`config.mk`:
```
export PLATFORM = sky130hd
export DESIGN_NAME = sweep_sequencer
export DESIGN_NICKNAME = d
export VERILOG_FILES = /design/src/rtl/sweep_sequencer_pkg.sv /design/src/rtl/sweep_sequencer_gap.sv /design/src/rtl/sweep_sequencer.sv
export SDC_FILE = /design/constraint.sdc
export NUM_CORES = 1
export LEC_CHECK = 0
export ABC_AREA = 1
export ABC_CLOCK_PERIOD_IN_PS = 1920
export CAP_MARGIN = 25
export CELL_PAD_IN_SITES_DETAIL_PLACEMENT = 0
export CELL_PAD_IN_SITES_GLOBAL_PLACEMENT = 2
export CORE_UTILIZATION = 22
export CTS_CLUSTER_DIAMETER = 50
export DETAILED_ROUTE_END_ITERATION = 8
export HOLD_SLACK_MARGIN = 0.06
export PLACE_DENSITY = 0.71
export SYNTH_ARGS = -nofsm -noshare
export SYNTH_HDL_FRONTEND = slang
export SYNTH_SLANG_ARGS = --single-unit
```
`constraint.sdc`:
```
create_clock -name clock -period 1.92 [get_ports clock]
set_input_delay 0.384 -clock clock [delete_from_list [all_inputs] [get_ports clock]]
set_output_delay 0.384 -clock clock [all_outputs]
set_load 0.02 [all_outputs]
```
`src/rtl/sweep_sequencer_pkg.sv`:
```
// Shared types and constants for the sweep sequencer and its gap timer.
package sweep_sequencer_pkg;

  typedef enum logic [1:0] {
    IDLE = 2'd0,
    UP   = 2'd1,
    DN   = 2'd2,
    GAP  = 2'd3
  } state_t;

  localparam logic [1:0] MODE_UP     = 2'b00;
  localparam logic [1:0] MODE_DN     = 2'b01;
  localparam logic [1:0] MODE_BOUNCE = 2'b10;

endpackage

```
`src/rtl/sweep_sequencer_gap.sv`:
```
// Inter-pass gap timer: reloads on load, counts tick pulses down,
// flags the tick that completes the gap.
module gap_timer #(
  parameter int GAP_TICKS = 4
) (
  input  logic clock,
  input  logic reset,
  input  logic load,
  input  logic tick,
  output logic expired
);

  localparam int CW = (GAP_TICKS > 0) ? $clog2(GAP_TICKS + 1) : 1;

  logic [CW-1:0] cnt;

  always_ff @(posedge clock) begin
    if (reset)                     cnt <= '0;
    else if (load)                 cnt <= CW'(GAP_TICKS);
    else if (tick && cnt != '0)    cnt <= cnt - 1'b1;
  end

  // Fires combinationally on the last counted tick so the relaunch
  // pulse lands on the edge right after it.
  assign expired = tick && !load && (cnt == CW'(1));

endmodule

```
`src/rtl/sweep_sequencer.sv`:
```
// Sequences the up/down counter pair through repeated passes with a
// tick-counted gap, owns the LED bus and flags protocol violations.
import sweep_sequencer_pkg::*;

module sweep_sequencer #(
  parameter int WIDTH        = 8,
  parameter int REPEAT_WIDTH = 8,
  parameter int GAP_TICKS    = 4
) (
  input  logic                    clock,
  input  logic                    reset,
  input  logic                    tick,
  input  logic                    start,
  input  logic                    stop,
  input  logic [1:0]              mode,
  input  logic [REPEAT_WIDTH-1:0] repeats,
  input  logic                    done_up,
  input  logic                    done_dn,
  input  logic                    enabled_up,
  input  logic                    enabled_dn,
  input  logic [WIDTH-1:0]        value_up,
  input  logic [WIDTH-1:0]        value_dn,
  output logic                    start_up,
  output logic                    start_dn,
  output logic                    halt,
  output logic [WIDTH-1:0]        led,
  output logic                    busy,
  output logic                    finished,
  output logic [REPEAT_WIDTH-1:0] pass_count,
  output logic                    error
);

  state_t                  state, state_d;
  logic [1:0]              mode_q, mode_d;
  logic [REPEAT_WIDTH-1:0] rep_q, rep_d;
  logic [REPEAT_WIDTH-1:0] pass_d, pass_inc;
  logic                    start_up_d, start_dn_d, halt_d, fin_d, err_d;
  logic                    launch, end_pass, gap_load, gap_expired;
  logic [1:0]              launch_mode;
  logic [WIDTH-1:0]        led_d;

  gap_timer #(.GAP_TICKS(GAP_TICKS)) u_gap (
    .clock   (clock),
    .reset   (reset),
    .load    (gap_load),
    .tick    (tick),
    .expired (gap_expired)
  );

  assign pass_inc = (pass_count == '1) ? pass_count : pass_count + 1'b1;

  always_comb begin
    state_d     = state;
    mode_d      = mode_q;
    rep_d       = rep_q;
    pass_d      = pass_count;
    start_up_d  = 1'b0;
    start_dn_d  = 1'b0;
    halt_d      = 1'b0;
    fin_d       = 1'b0;
    gap_load    = 1'b0;
    launch      = 1'b0;
    launch_mode = mode_q;
    end_pass    = 1'b0;

    // stop outranks any done or relaunch in every running state
    case (state)
      IDLE: begin
        if (start && !stop) begin
          mode_d      = mode;
          rep_d       = repeats;
          pass_d      = '0;
          launch      = 1'b1;
          launch_mode = mode;
        end
      end
      UP: begin
        if (stop) begin
          state_d = IDLE;
          halt_d  = 1'b1;
        end else if (done_up) begin
          if (mode_q[1]) begin
            state_d    = DN;
            start_dn_d = 1'b1;
          end else begin
            end_pass = 1'b1;
          end
        end
      end
      DN: begin
        if (stop) begin
          state_d = IDLE;
          halt_d  = 1'b1;
        end else if (done_dn) begin
          end_pass = 1'b1;
        end
      end
      GAP: begin
        if (stop) begin
          state_d = IDLE;
          halt_d  = 1'b1;
        end else if (gap_expired) begin
          launch = 1'b1;
        end
      end
      default: state_d = IDLE;
    endcase

    if (end_pass) begin
      pass_d = pass_inc;
      if (rep_q != '0 && pass_inc == rep_q) begin
        fin_d   = 1'b1;
        state_d = IDLE;
      end else if (GAP_TICKS == 0) begin
        launch = 1'b1;
      end else begin
        state_d  = GAP;
        gap_load = 1'b1;
      end
    end

    if (launch) begin
      if (launch_mode == MODE_DN) begin
        state_d    = DN;
        start_dn_d = 1'b1;
      end else begin
        state_d    = UP;
        start_up_d = 1'b1;
      end
    end
  end

  // Stray done pulses are only recorded; the FSM above already ignores them.
  assign err_d = error
               | (done_up && state != UP)
               | (done_dn && state != DN)
               | (enabled_up && enabled_dn);

  assign led_d = enabled_up ? value_up :
                 enabled_dn ? value_dn : '0;

  always_ff @(posedge clock) begin
    if (reset) begin
      state      <= IDLE;
      mode_q     <= MODE_UP;
      rep_q      <= '0;
      pass_count <= '0;
      start_up   <= 1'b0;
      start_dn   <= 1'b0;
      halt       <= 1'b0;
      finished   <= 1'b0;
      error      <= 1'b0;
      led        <= '0;
    end else begin
      state      <= state_d;
      mode_q     <= mode_d;
      rep_q      <= rep_d;
      pass_count <= pass_d;
      start_up   <= start_up_d;
      start_dn   <= start_dn_d;
      halt       <= halt_d;
      finished   <= fin_d;
      error      <= err_d;
      led        <= led_d;
    end
  end

  assign busy = (state != IDLE);

endmodule
```
==> results.toml, run 1 <==
[grt]
grt_start_max_net_pins = 22
grt_overflow = 0
antenna_found_initial = 0
grtUsageTotal_pct = 14.1
grt_pass1_vias = 2099
grt_pass1_wl_microns = 9800

[detailed_routing]
drcViolationCount = 0
via_per_inst = 4.23
finalWirelength_microns = 6060
ant_nets = 0
vias = 2052
first_iter_violations = 46
post_drt_wl_per_cell_microns = 12.5
drt_first_pass_iters = 4

[logic_synthesis]
synth_seq_area_share_pct = 37.7
syn_area_sq_um = 1910
async_flop_share_pct = 0
synth.area.top_cells = "dfxtp_1 38%, nand2_1 13%, nand3_1 7.1%"
syn_inst = 275
yosysWarnings = 0
syn_avg_cell_area_sq_um = 6.95
synthFlopType = "dfxtp_1"
ys_ff_latch = 36
synth_cell_types = 28
synth_edf_count = 0
synth_top_cell_area_share_pct = 37.7
yosys.area.top_type = "dfxtp_1"
synthesis.nets = 319

[critical_path]
critical-path-top-delay-family = "simple AND/OR/NAND/NOR gates"
slowest_stage = "dfxtp_4"
critPathMaxFanout = 4
crit_required_ps = 2150
arrival_ps = 2270
reg2reg_depth = 16
worstPathBufferInverterCount = 2
start_kind = "register"
crit_cells = 16
path_cells = "ha_4, inv_2, nor2_4, buf_6, nand3b_1, nand3_1, nand3_2, nor2_4, nand3_2, nand2_4, nand2_4, nand2_4, nand2_4, nand2_2, nand2_1, a21oi_2"
critPathKind = "register to register"
cpPeakStageDelay_ps = 360
crit_path_end_kind = "register"
crit_top_cell = "nand2_4"

[timing]
finalCriticalPeriod_ps = 2040
final_hold_viol_count = 0
tightest_slew_ps = 439
fmax_mhz = 489
setup_viol = 6
fin_crit_sh_pct = 106
timing.setup.tns_ps = -493
rsz0062_at_grt = "yes"
setup_ws_ps = -125
slew_viol_final = 0
finalClockSkew_ps = 5.78
max_slew_margin_pct = 70.7

[outcome]
status = "finished, violations left"
violations = "setup timing"

[clock_network]
clockBufferDepth = 2
cts_tree = "yes"
worstSkewPairLatency_ps = 290
htreeDepth = 2
cts_root_buf = "clkbuf_8"
ctsHoldBuffers = 0
cts_buffers = 5
cts.sinks = 36
clk_pin_slew_ps = 80

[layout]
layout-drive-gt1-share_pct = 27.9
nets = 423
multi_input_area_sq_um = 1190
nFillCells = 887
fin_area_sq_um = 3210
area_delta_synth_final_pct = 68.0
regArea_sq_um = 736
diodes = 0

[die]
rows = 33
design.core.area_sq_um = 8300
pin_count = 57
die_height_microns = 95.2
start_util_pct = 23.0
die_w_microns = 95.2
dieArea_sq_um = 9060

[placement]
pre_cts_slack_ps = -149
port-buffer-count = 56
hpwl_microns = 4590
gp_congestion = 0.788
dpl_cell_area_sq_um = 2920

[job]
drv_cap = 0

[pwr]
leakagePower_nw = 1.35
p_per_area_nw_per_um2 = 737
ir_drop_uv = 424

[worst_hold_path]
min_path_cells = 2
hold_class = "register to register"
==> per-layer routing <==
| layer | GRT usage, % | wire [microns] | up-vias |
|---|---|---|---|
| met5 | 0 | 0 | - |
| met2 | 22.9 | 2980 | 30 |
| li1 | - | - | 1094 |
| met4 | 5.68 | 91 | 0 |
| met1 | 18.0 | 2830 | 920 |
| met3 | 3.03 | 161 | 8 |
==> cell usage after synthesis, drive strengths merged (2+ instances only) <==
cell type  instances
nor2              24
a31oi              2
buf                4
clkbuf             4
nor3               3
xor2               2
dfxtp             36
nand3             30
a21oi             27
nand2             75
nand4              4
o22ai              2
o21ai             13
ha                 9
inv               35
==> layout by cell type, fill, tap and decap left out, types with 7 or more instances in the layout <==
| cell type | n |
|---|---|
| nand2_2 | 9 |
| nand3_1 | 23 |
| nor2_2 | 7 |
| nand2_4 | 7 |
| a21oi_1 | 23 |
| nor2_1 | 15 |
| buf_4 | 46 |
| ha_1 | 8 |
| clkdlybuf4s50_1 | 55 |
| o21ai_0 | 12 |
| inv_1 | 32 |
| dfxtp_1 | 30 |
| nand2_1 | 60 |
==> path summary, 6_finish.rpt <==
path	from	to	slack, ps
max reg2reg	pass_count[0]$_SDFFE_PP0P_	state[1]$_SDFFE_PP0P_	-120
min reg2reg	u_gap.cnt[0]$_SDFFE_PP0P_	u_gap.cnt[0]$_SDFFE_PP0P_	500
max	pass_count[0]$_SDFFE_PP0P_	state[1]$_SDFFE_PP0P_	-120
min	u_gap.cnt[0]$_SDFFE_PP0P_	u_gap.cnt[0]$_SDFFE_PP0P_	500
==> layout make-up <==
| type | count | area share [%] |
|---|---|---|
| multi-input combinational | 197 | 37.2 |
| timing repair buffer | 104 | 28.9 |
| sequential | 36 | 22.9 |
| inverter | 35 | 4.09 |
| tap | 105 | 4.09 |
| clock buffer | 8 | 2.81 |
==> registers in the layout (all words and copies together), names as in the netlist <==
register / count
error: 1
finished: 1
halt: 1
led: 8
mode_q: 2
pass_count: 8
rep_q: 8
start_dn: 1
start_up: 1
state: 2
u_gap.cnt: 3
==> tightest hold or removal path, delay by kind of cell, from the launching register on <==
family,cells,cell delay (ps)
and+or+nand+nor,1,80
DFF,1,330
AOI/OAI and AO/OA,1,50
==> stage by stage <==
| stage | total power (W) | util [%] | cells | hold slack, ps |
|---|---|---|---|---|
| 6_report | 0.00237 | 38.7 | 485 | 498 |
| 5_1_grt | 0.00255 | 38.7 | 485 | 526 |
| 4_1_cts | 0.00230 | 36.8 | 481 | 489 |
| 3_5_place_dp | 0.00172 | 35.2 | 472 | 479 |
| 3_3_place_gp | 0.00172 | 35.2 | 472 | 479 |
| 2_1_floorplan | 0.00140 | - | 275 | 458 |
==> power by group <==
part,leakage (nW),total (W),switching (W),internal (W)
Sequential,0.299,0.000894,0.0000593,0.000835
Combinational,1.01,0.000902,0.000508,0.000394
Clock,0.0455,0.000572,0.000279,0.000293
Total,1.35,0.00237,0.000846,0.00152
==> cell families (layout without fill, tap and decap cells) <==
family	count (synthesis)	count (layout)	share of synthesized area (%)
AND/OR/NAND/NOR	138	139	33.0
AO/OA/AOI/OAI	45	45	12.6
buffers and inverters	43	147	8.91
flip-flops	36	36	37.7
adder cells (fa/ha/maj)	9	9	5.89
XOR/XNOR	3	3	1.38
multiplexers	1	1	0.524
==> what timing repair did <==
item | in CTS | in global routing
hold endpoints to repair | 0 | 0
pin swaps | 8 | 11
setup buffers | 1 | 3
endpoints found under the setup margin | 7 | 15
resized for setup | 12 | 30
cloned | 0 | 1
Note: power is estimated with default switching activity, not from simulation.
==> inputs of run 2 (changes only) <==
--- a/config.mk
+++ b/config.mk
@@ -6,15 +6,15 @@
 export NUM_CORES = 1
 export LEC_CHECK = 0
 export ABC_AREA = 1
-export ABC_CLOCK_PERIOD_IN_PS = 1920
+export ABC_CLOCK_PERIOD_IN_PS = 2400
 export CAP_MARGIN = 25
 export CELL_PAD_IN_SITES_DETAIL_PLACEMENT = 0
 export CELL_PAD_IN_SITES_GLOBAL_PLACEMENT = 2
-export CORE_UTILIZATION = 22
+export CORE_UTILIZATION = 27
 export CTS_CLUSTER_DIAMETER = 50
 export DETAILED_ROUTE_END_ITERATION = 8
 export HOLD_SLACK_MARGIN = 0.06
-export PLACE_DENSITY = 0.71
+export PLACE_DENSITY = 0.82
 export SYNTH_ARGS = -nofsm -noshare
 export SYNTH_HDL_FRONTEND = slang
 export SYNTH_SLANG_ARGS = --single-unit
==> constraint.sdc (replaced) <==
create_clock -name clock -period 2.4 [get_ports clock]
set_input_delay 0.48 -clock clock [delete_from_list [all_inputs] [get_ports clock]]
set_output_delay 0.48 -clock clock [all_outputs]
set_load 0.02 [all_outputs]
==> results.toml, run 2 (synthesis results as in run 1) <==
[grt]
grtUsageTotal_pct = 14.6
grt_pass1_vias = 1762
grt_start_max_net_pins = 22
grt_pass1_wl_microns = 8400
antenna_found_initial = 0
grt_overflow = 0

[die]
start_util_pct = 28.0
design.core.area_sq_um = 6830
die_w_microns = 86.1
die_height_microns = 86.1
pin_count = 57
rows = 30
dieArea_sq_um = 7420

[timing]
rsz0062_at_grt = "no"
slew_viol_final = 0
finalCriticalPeriod_ps = 2130
fmax_mhz = 469
tightest_slew_ps = 512
final_hold_viol_count = 0
fin_crit_sh_pct = 88.8
setup_viol = 0
max_slew_margin_pct = 65.8
timing.setup.tns_ps = 0
finalClockSkew_ps = 6.86

[worst_hold_path]
min_from = "u_gap.cnt[0]$_SDFFE_PP0P_"
hold_class = "register to register"

[critical_path]
critPathMaxFanout = 4
crit_required_ps = 1920
r2r_start = "pass_count[0]$_SDFFE_PP0P_"
cp-startpoint = "state[0]$_SDFFE_PP0P_"
start_kind = "register"
crit_path_end_kind = "primary output"
arrival_ps = 1650
critPathKind = "register to primary output"

[clock_network]
worstSkewPairLatency_ps = 280
cts_buffers = 5
cts.sinks = 36
postCtsSetupBuffers = 0
clockBufferDepth = 2
cts_root_buf = "clkbuf_8"
clk_pin_slew_ps = 70
htreeDepth = 2
cts_tree = "yes"

[placement]
gp_congestion = 0.786
hpwl_microns = 3960
port-buffer-count = 56

[job]
drv_cap = 0

[layout]
nets = 383
diodes = 0
layout-drive-gt1-share_pct = 10.3
multi_input_area_sq_um = 1030
final_cell_mix = "66 x nand2_1, 56 x clkdlybuf4s50_1, 36 x dfxtp_1"
final_common_cell = "nand2_1"
nFillCells = 758
regArea_sq_um = 721
reg_top3 = "led x8, pass_count x8, rep_q x8"
area_delta_synth_final_pct = 43.2
final_core_util_pct = 40.0

[detailed_routing]
drt_first_pass_iters = 4
ant_nets = 0
vias = 1894
drcViolationCount = 0
first_iter_violations = 77
finalWirelength_microns = 5080
post_drt_wl_per_cell_microns = 11.7
via_per_inst = 4.34

[pwr]
ir_drop_uv = 306
p_per_area_nw_per_um2 = 671
leakagePower_nw = 1.13

[outcome]
status = "completed"
## run 2: changes by cell type in the layout (fill, tap and decap cells not counted), moves of 4 or more
cell | before | now
buf_4 | 46 | 9
dfxtp_1 | 30 | 36
nand2_1 | 60 | 66
nand2_4 | 7 | 2
nand3_1 | 23 | 27
nor2_1 | 15 | 21
nor2_2 | 7 | 2
## run 2: layout make-up
| type | instances | share of cell area [%] |
|---|---|---|
| Clock buffer | 6 | 2.65 |
| Clock inverter | 2 | 1.28 |
| Inverter | 35 | 4.80 |
| Multi-Input combinational cell | 196 | 37.6 |
| Sequential cell | 36 | 26.3 |
| Tap cell | 96 | 4.39 |
| Timing Repair Buffer | 65 | 23.0 |
## run 2: repair_timing
item | in CTS | in global routing
hold buffers | 0 | 0
resized for setup | 0 | 2
setup endpoints to repair | 0 | 4
## run 2: path summary, 6_finish.rpt
| kind | to | slack [ps] | cells past startpoint |
|---|---|---|---|
| min reg2reg | u_gap.cnt[0]$_SDFFE_PP0P_ | 490 | 2 |
| max reg2reg | state[0]$_SDFFE_PP0P_ | 280 | 17 |
| min | u_gap.cnt[0]$_SDFFE_PP0P_ | 490 | 2 |
| max | busy | 270 | 4 |
## run 2: per-layer routing
layer	part of all wire, %	up-vias	track usage [%]
met5	0	-	0
met4	0.93	0	4.55
li1	-	1011	-
met1	50	834	19.9
met2	44	45	22.7
met3	4.3	4	3.27
## run 2: critical path, stage by stage, from the launching register on
cell	delay (ps)
dfxtp_1	390
inv_1	100
ha_1	230
inv_1	60
clkdlybuf4s50_1	590
## run 2: per-stage QoR
step | area (sq um) | power (W) | hold WS (ps) | std cells | setup WS, ps
finish | 2740 | 0.00184 | 488 | 436 | 268
global route | 2740 | 0.00198 | 509 | 436 | 1.97
CTS | 2730 | 0.00187 | 489 | 436 | 164
detailed placement | 2620 | 0.00133 | 478 | 428 | 177
global placement | 2620 | 0.00133 | 477 | 428 | 186
floorplan | 1910 | 0.00112 | 458 | 275 | 211
## run 2: report_power, final
group / total, W / switching (W) / internal (W)
clock network: 0.000525 / 0.000217 / 0.000308
registers: 0.000714 / 0.0000434 / 0.000671
logic: 0.000597 / 0.000338 / 0.000259
total: 0.00184 / 0.000598 / 0.00124
==> inputs of run 3 (changes only) <==
--- a/config.mk
+++ b/config.mk
@@ -12,9 +12,11 @@
 export CELL_PAD_IN_SITES_GLOBAL_PLACEMENT = 2
 export CORE_UTILIZATION = 27
 export CTS_CLUSTER_DIAMETER = 50
+export CTS_CLUSTER_SIZE = 25
 export DETAILED_ROUTE_END_ITERATION = 8
 export HOLD_SLACK_MARGIN = 0.06
 export PLACE_DENSITY = 0.82
+export SLEW_MARGIN = 20
 export SYNTH_ARGS = -nofsm -noshare
 export SYNTH_HDL_FRONTEND = slang
 export SYNTH_SLANG_ARGS = --single-unit
==> results of run 3 <==
The final DEF is identical to that of run 2; final timing and power are the same.
